[src/rtl/ascon_perm_ctrl_if.sv]
`default_nettype none
// ============================================================================
// Module   : ascon_perm_ctrl_if
// Brief    : Handshake/control bundle between the Ascon top FSM, the round
//            sequencer and the permutation datapath.
// Revision : 1.0 - initial release
// ============================================================================
interface ascon_perm_ctrl_if;
  logic       start_i;
  logic [1:0] rounds_sel_i;
  logic [3:0] round_o;
  logic       select_o;
  logic       enable_o;
  logic       busy_o;
  logic       done_o;

  modport master (
    output start_i,
    output rounds_sel_i,
    input  round_o,
    input  select_o,
    input  enable_o,
    input  busy_o,
    input  done_o
  );

  modport slave (
    input  start_i,
    input  rounds_sel_i,
    output round_o,
    output select_o,
    output enable_o,
    output busy_o,
    output done_o
  );
endinterface
`default_nettype wire

[src/rtl/ascon_perm_ctrl.sv]
`default_nettype none
// ============================================================================
// Module   : ascon_perm_ctrl
// Brief    : Ascon permutation round sequencer (round index, feedback select,
//            state enable, done pulse). ASCON_PERM_P8_EN adds the p8 count.
// Revision : 1.0 - initial release
// ============================================================================
module ascon_perm_ctrl #(
  parameter int LAST_ROUND = 11,
  parameter int ROUNDS_A   = 12,
  parameter int ROUNDS_B   = 6
) (
  input  wire logic          clock_i,
  input  wire logic          reset_i,
  ascon_perm_ctrl_if.slave   bus
);

  localparam logic [3:0] C_LAST = 4'(LAST_ROUND);
`ifdef ASCON_PERM_P8_EN
  localparam int C_ROUNDS_P8 = 8;
`endif

  typedef enum logic [1:0] {
    S_IDLE = 2'b00,
    S_RUN  = 2'b01,
    S_DONE = 2'b10
  } state_t;

  state_t     r_state;
  logic [3:0] r_round;
  logic       r_select;
  logic       r_enable;
  logic       r_busy;
  logic       r_done;

  // The schedule always ends at LAST_ROUND, so shorter runs start later.
  function automatic logic [3:0] first_round(input logic [1:0] sel);
    int n;
    case (sel)
      2'b01:   n = ROUNDS_B;
`ifdef ASCON_PERM_P8_EN
      2'b10:   n = C_ROUNDS_P8;
`endif
      default: n = ROUNDS_A;
    endcase
    return 4'(LAST_ROUND + 1 - n);
  endfunction

  always_ff @(posedge clock_i or negedge reset_i) begin
    if (!reset_i) begin
      r_state  <= S_IDLE;
      r_round  <= 4'd0;
      r_select <= 1'b0;
      r_enable <= 1'b0;
      r_busy   <= 1'b0;
      r_done   <= 1'b0;
    end else begin
      case (r_state)
        S_IDLE, S_DONE: begin
          r_done <= 1'b0;
          if (bus.start_i) begin
            r_state  <= S_RUN;
            r_round  <= first_round(bus.rounds_sel_i);
            r_select <= 1'b0;
            r_enable <= 1'b1;
            r_busy   <= 1'b1;
          end else begin
            r_state  <= S_IDLE;
            r_enable <= 1'b0;
            r_busy   <= 1'b0;
          end
        end
        S_RUN: begin
          if (r_round < C_LAST) begin
            r_round  <= r_round + 4'd1;
            r_select <= 1'b1;
            r_enable <= 1'b1;
          end else begin
            r_state  <= S_DONE;
            r_enable <= 1'b0;
            r_busy   <= 1'b0;
            r_done   <= 1'b1;
          end
        end
        default: begin
          r_state  <= S_IDLE;
          r_enable <= 1'b0;
          r_busy   <= 1'b0;
          r_done   <= 1'b0;
        end
      endcase
    end
  end

  assign bus.round_o  = r_round;
  assign bus.select_o = r_select;
  assign bus.enable_o = r_enable;
  assign bus.busy_o   = r_busy;
  assign bus.done_o   = r_done;

endmodule
`default_nettype wire

[src/flat_wrapper.sv]
// flat-port wrapper written by rule: the top's interface ports become plain ports
module ascon_perm_ctrl_flat 
#(
  parameter int LAST_ROUND = 11,
  parameter int ROUNDS_A   = 12,
  parameter int ROUNDS_B   = 6
)
  (clock_i, reset_i, bus_start_i, bus_rounds_sel_i, bus_round_o, bus_select_o, bus_enable_o, bus_busy_o, bus_done_o);
  ascon_perm_ctrl_if bus_i ();
  input  wire logic clock_i;
  input  wire logic reset_i;
  input wire logic [$bits(bus_i.start_i)-1:0] bus_start_i;
  input wire logic [$bits(bus_i.rounds_sel_i)-1:0] bus_rounds_sel_i;
  output wire logic [$bits(bus_i.round_o)-1:0] bus_round_o;
  output wire logic [$bits(bus_i.select_o)-1:0] bus_select_o;
  output wire logic [$bits(bus_i.enable_o)-1:0] bus_enable_o;
  output wire logic [$bits(bus_i.busy_o)-1:0] bus_busy_o;
  output wire logic [$bits(bus_i.done_o)-1:0] bus_done_o;
  assign bus_i.start_i = bus_start_i;
  assign bus_i.rounds_sel_i = bus_rounds_sel_i;
  assign bus_round_o = bus_i.round_o;
  assign bus_select_o = bus_i.select_o;
  assign bus_enable_o = bus_i.enable_o;
  assign bus_busy_o = bus_i.busy_o;
  assign bus_done_o = bus_i.done_o;
  ascon_perm_ctrl #(.LAST_ROUND(LAST_ROUND), .ROUNDS_A(ROUNDS_A), .ROUNDS_B(ROUNDS_B)) u_core (.clock_i(clock_i), .reset_i(reset_i), .bus(bus_i));
endmodule
[config.mk]
export PLATFORM = sky130hd
export DESIGN_NAME = ascon_perm_ctrl_flat
export DESIGN_NICKNAME = d
export VERILOG_FILES = /design/src/rtl/ascon_perm_ctrl_if.sv /design/src/rtl/ascon_perm_ctrl.sv /design/src/flat_wrapper.sv
export SDC_FILE = /design/constraint.sdc
export NUM_CORES = 1
export LEC_CHECK = 0
export BUFFER_PORTS_ARGS = -buffer_cell sky130_fd_sc_hd__buf_2
export CORE_MARGIN = 2
export CORE_UTILIZATION = 32
export DETAILED_ROUTE_END_ITERATION = 8
export PLACE_DENSITY = 0.6
export SYNTH_ARGS = -nofsm -noshare
export SYNTH_HDL_FRONTEND = slang
export SYNTH_SLANG_ARGS = --single-unit
export TNS_END_PERCENT = 100
[constraint.sdc]
create_clock -name clock_i -period 2.1 [get_ports clock_i]
set_clock_uncertainty 0.2 [all_clocks]
set_input_delay 0.21 -clock clock_i [delete_from_list [all_inputs] [get_ports clock_i]]
set_output_delay 0.21 -clock clock_i [all_outputs]
set_load 0.02 [all_outputs]
Word-level counts from Yosys, hierarchy flattened
Cells that the tools add are included.
{"block": "totals", "ff_bits": 10, "inputBits": 5, "out_inout_bits": 8, "elab_cells": 38}
{"block": "classes", "addsub": 2, "order_cmp": 1, "n_eq_ne": 6, "n_mux": 19, "reduce_logical": 4}
{"cell": "$mux 4", "n": 5}
{"cell": "$mux 1", "n": 8}
{"cell": "$pmux 4 s2", "n": 1}
{"cell": "$pmux 1 s2", "n": 3}
{"cell": "$add 4x1->4 const B", "n": 1}
{"cell": "$eq 2x1->1 const B", "n": 2}
{"cell": "$lt 4x4->1 const B", "n": 1}
{"cell": "$ne 2x2->1 const B", "n": 2}
{"cell": "$pmux 2 s2", "n": 1}
{"cell": "$sub 3x4->4 const A", "n": 1}
{"cell": "$reduce_and 3->1", "n": 1}
{"cell": "$eq 2x2->1 const B", "n": 1}
{"cell": "$logic_not 2->1", "n": 1}
{"cell": "$mux 2", "n": 1}
{"cell": "$ne 2x1->1 const B", "n": 1}
{"cell": "$reduce_bool 2->1", "n": 1}
{"cell": "$reduce_or 2->1", "n": 1}

Logic depth before layout (Yosys ltp)
{"block": "depth", "word_depth": 7, "mapped_depth": 4, "depth_no_buf": 4}

Worst setup path after synthesis
OpenSTA, ideal clock, no wires.
{"block": "synth_timing", "path_type": "register -> register", "start": "register u_core.r_round[0], in the netlist u_core.bus.round_o[0]", "end": "register u_core.r_round[1], in the netlist u_core.bus.round_o[1]", "t_arrival_ns": 1.395, "t_required_ns": 1.775, "slack_ns": 0.380, "path_stages_with_launch": 5, "path_buffers": 0, "period_less_slack_ns": 1.720, "cell_sequence": "dfrtp_1 ha_1 o21a_1 o21ai_4 mux2_4"}
{"block": "synth_via", "elab_chain_len": 3}
{"item": "start, declared", "line": "ascon_perm_ctrl.sv:30", "source": "logic [3:0] r_round;"}
{"item": "start signal, assigned", "line": "ascon_perm_ctrl.sv:63", "source": "r_round <= first_round(bus.rounds_sel_i);"}
{"item": "start signal, assigned", "line": "ascon_perm_ctrl.sv:75", "source": "r_round <= r_round + 4'd1;"}
{"item": "$add 4x1->4 or $lt 4x4->1 (tied branches)", "line": "ascon_perm_ctrl.sv:75, ascon_perm_ctrl.sv:74"}
{"item": "$mux 4 or $ne 2x1->1 (tied branches)"}
{"item": "$pmux 4 s2 or $reduce_and 3->1 (tied branches)"}
Parallel ways exist; a longest one is shown, timed or not. The select of a mux whose other input is x is not followed.
A chain may end at the register's enable or synchronous reset.

Worst setup path in the final report
Same ends and word-level chain as after synthesis.

==> implementation parameters <==
Parameter                              Value

Setup path
  Critical Path AT    around 1600 ps
  Register-to-register setup slack    around 410 ps
  Category of the worst setup path capture point    register
  Slowest CP cell    dfrtp_1
  Critical Path Max Stage Delay    between 400 and 500 ps
  Path depth of the worst reg2reg path    4
  WP depth    4
  Data required time at the worst endpoint    ~2000 ps
  Worst path bufs/invs    0
  Setup Crit Path Kind    reg2reg
  CP delay by family, top    compound AO/OA/AOI/OAI gates
  Largest driver fanout on the critical path    4
  CP startpoint kind    register
  Cells traversed along the worst timing path    ha_1 > o21a_1 > o21ai_4 > mux2_4

Yosys
  Fraction of the yosys area taken by sequential cells    0.526
  Flops & latches, synth    9
  Synthesis Warnings    0
  Net Count, Synth    slightly above 40
  Per-instance average area after synthesis    12.2 sq um
  Distinct cell type count of the synthesized netlist    20
  Post-synthesis instance area    428 sq um
  Post-synthesis instance total    35

Route
  Post-detailed-route wirelength per cell    about 12 um
  Vias per inst    4.87
  Overall routed net length    roughly 800 um
  Total via count after detailed routing    roughly 330
  DRC violation count after routing    0
  Detailed Route Iter0 Violations    8
  Remaining antenna violation count    0
  DR pass1 iterations    4

GRT
  GR Util met1    0.145
  Via count of the first global-routing pass    301
  Number of antenna violations at the first check in global routing    0
  Top Usage Layer GRT    met2
  Total track usage    0.130
  Met2 global-route usage    0.194
  Global-route wire length before repair    about 1300 um
  Global-route track usage on met3    0.0833
  Pin count of the biggest net entering global routing    10
  GRT overflow    0

Run
  Max cap viols    0

STA
  Tightest slew margin relative to the limit    0.849
  Tightest hold margin    99.2 ps
  Setup_tns    0 ps
  Final setup violating endpoints    0
  Count of final hold-check violations    0
  Post-route minimum period    ~1700 ps
  Post-layout worst setup margin    approximately 410 ps
  Achievable Freq    roughly 0.59 GHz
  Number of pins exceeding their max-slew limit in the final report    0
  Fraction of the cycle the final worst path needs    0.803
  RSZ-0062 raised after global routing    false
  Slew at the pin closest to its max-slew limit    approximately 220 ps

Hold path
  Hold depth    3
  Worst hold path type    in2reg

Pwr
  Static Leak    between 0.2 and 0.3 nW
  Power density relative to cell area    ~1700 nW/um^2
  IR drop worst, VDD    around 0.76 mV
  Overall power    just over 900 uW

Run status
  Outcome    complete, no violations

Die
  Placement row count    13
  Boundary Pins    13
  Starting utilization of the core area    0.337
  Vertical extent of the die    just over 40 um
  Placeable core region    1270 sq um
  Die area    ~1600 sq um
  Horizontal extent of the die    40.6 um

Final layout
  Commonest cells after routing, fill and taps aside    buf_2, dfrtp_1, nand2_1
  Commonest non-fill, non-tap cell in the layout    buf_2
  Post-Layout Inst Area    543 sq um
  Register area    between 200 and 250 sq um
  Share of post-route cells with drive strength above 1    0.404
  Ant. Diodes    0
  Signed area change from the synthesized netlist to the final layout    26.9%
  Area occupied by multi-input gates    195 sq um
  Final Net Count    59
  Layout fillers    123

Placement
  RePlAce Congestion    0.700
  Hpwl dp    between 600 and 700 um
  Quantity of I/O buffers inserted on ports    12
  Post-placement cell area    between 500 and 600 sq um
  Post-placement setup slack    418 ps

Clock tree
  TritonCTS clock tree    done
  H-tree level count    1
  Sink Count    9
  Clock insertion delay at the later pin of the skew report    approximately 260 ps
  Hold-fix buffer count after cts    1
  Clock buffer depth    2
  Number of setup buffers added after CTS    0
  TritonCTS Buffers    3
  Clk pin slew, worst setup/hold paths    around 60 ps
  Clock root buffer master    clkbuf_4
  Resized cells post-CTS    0
## registers in the layout (all words and copies together) (netlist names)
signal / cells
u_core.bus.done_o: 1
u_core.r_state: 1
u_core.bus.select_o: 1
u_core.bus.busy_o: 1
u_core.bus.round_o: 4
u_core.bus.enable_o: 1
## Yosys cell counts
library cell	instances	share of area
dfrtp_1	9	0.53
nand2_1	4	0.035
inv_1	2	0.018
mux2_4	2	0.070
nand2b_1	2	0.029
o21ai_0	2	0.023
and4bb_1	1	0.029
ha_1	1	0.029
mux2i_1	1	0.023
nand2b_2	1	0.020
nand2b_4	1	0.032
nand3_1	1	0.012
nor2_1	1	0.0088
nor2b_1	1	0.015
o21a_1	1	0.018
o21ai_1	1	0.012
o21ai_4	1	0.038
o221a_2	1	0.026
o221ai_1	1	0.020
or3_1	1	0.015
## final cells by class
class / instances / area share
well taps: 15 / 0.0346
repair buffers: 13 / 0.129
clock buffers: 4 / 0.0484
inverters: 2 / 0.0138
flip-flops and latches: 9 / 0.415
multi-input cells: 24 / 0.359
## kinds of logic after synthesis
| group | after synthesis | synth area share |
|---|---|---|
| compound gates | 7 | 0.137 |
| simple gates | 13 | 0.196 |
| buf+inv | 2 | 0.0176 |
| fa+ha+maj | 1 | 0.0292 |
| flops | 9 | 0.526 |
| mux | 3 | 0.0936 |
## routing by layer
metal  vias to the layer above  wire length (um)
li1                        159                 -
met1                       154               369
met2                        13               374
met3                         0                55
met4                         0                 0
met5                         -                 0
## where the power goes
group | switching [mW] | internal [mW]
clock | 0.0573 | 0.0730
combinational | 0.244 | 0.214
sequential | 0.0677 | 0.251
## path summary, 6_finish.rpt
| kind | startpoint | to |
|---|---|---|
| max reg2reg | u_core.bus.round_o[0] | u_core.bus.round_o[1] |
| min reg2reg | u_core.bus.select_o | u_core.bus.select_o |
| max | u_core.bus.round_o[0] | u_core.bus.round_o[1] |
| min in group asynchronous | reset_i | u_core.bus.round_o[1] |
| min | bus_start_i | u_core.r_state[0] |
| max in group asynchronous | reset_i | u_core.bus.done_o |
## per-stage QoR
step	std cells	util
global placement	62	0.399
floorplan	35	-
CTS	67	0.428
global route	67	0.428
detailed placement	62	0.399
finish	67	0.428
## worst min-delay path, cell delays in order
cell and delay (ps):
buf_2 80, nand2b_2 120, o21ai_0 100
No activity file was read; power rests on OpenSTA's default activity.
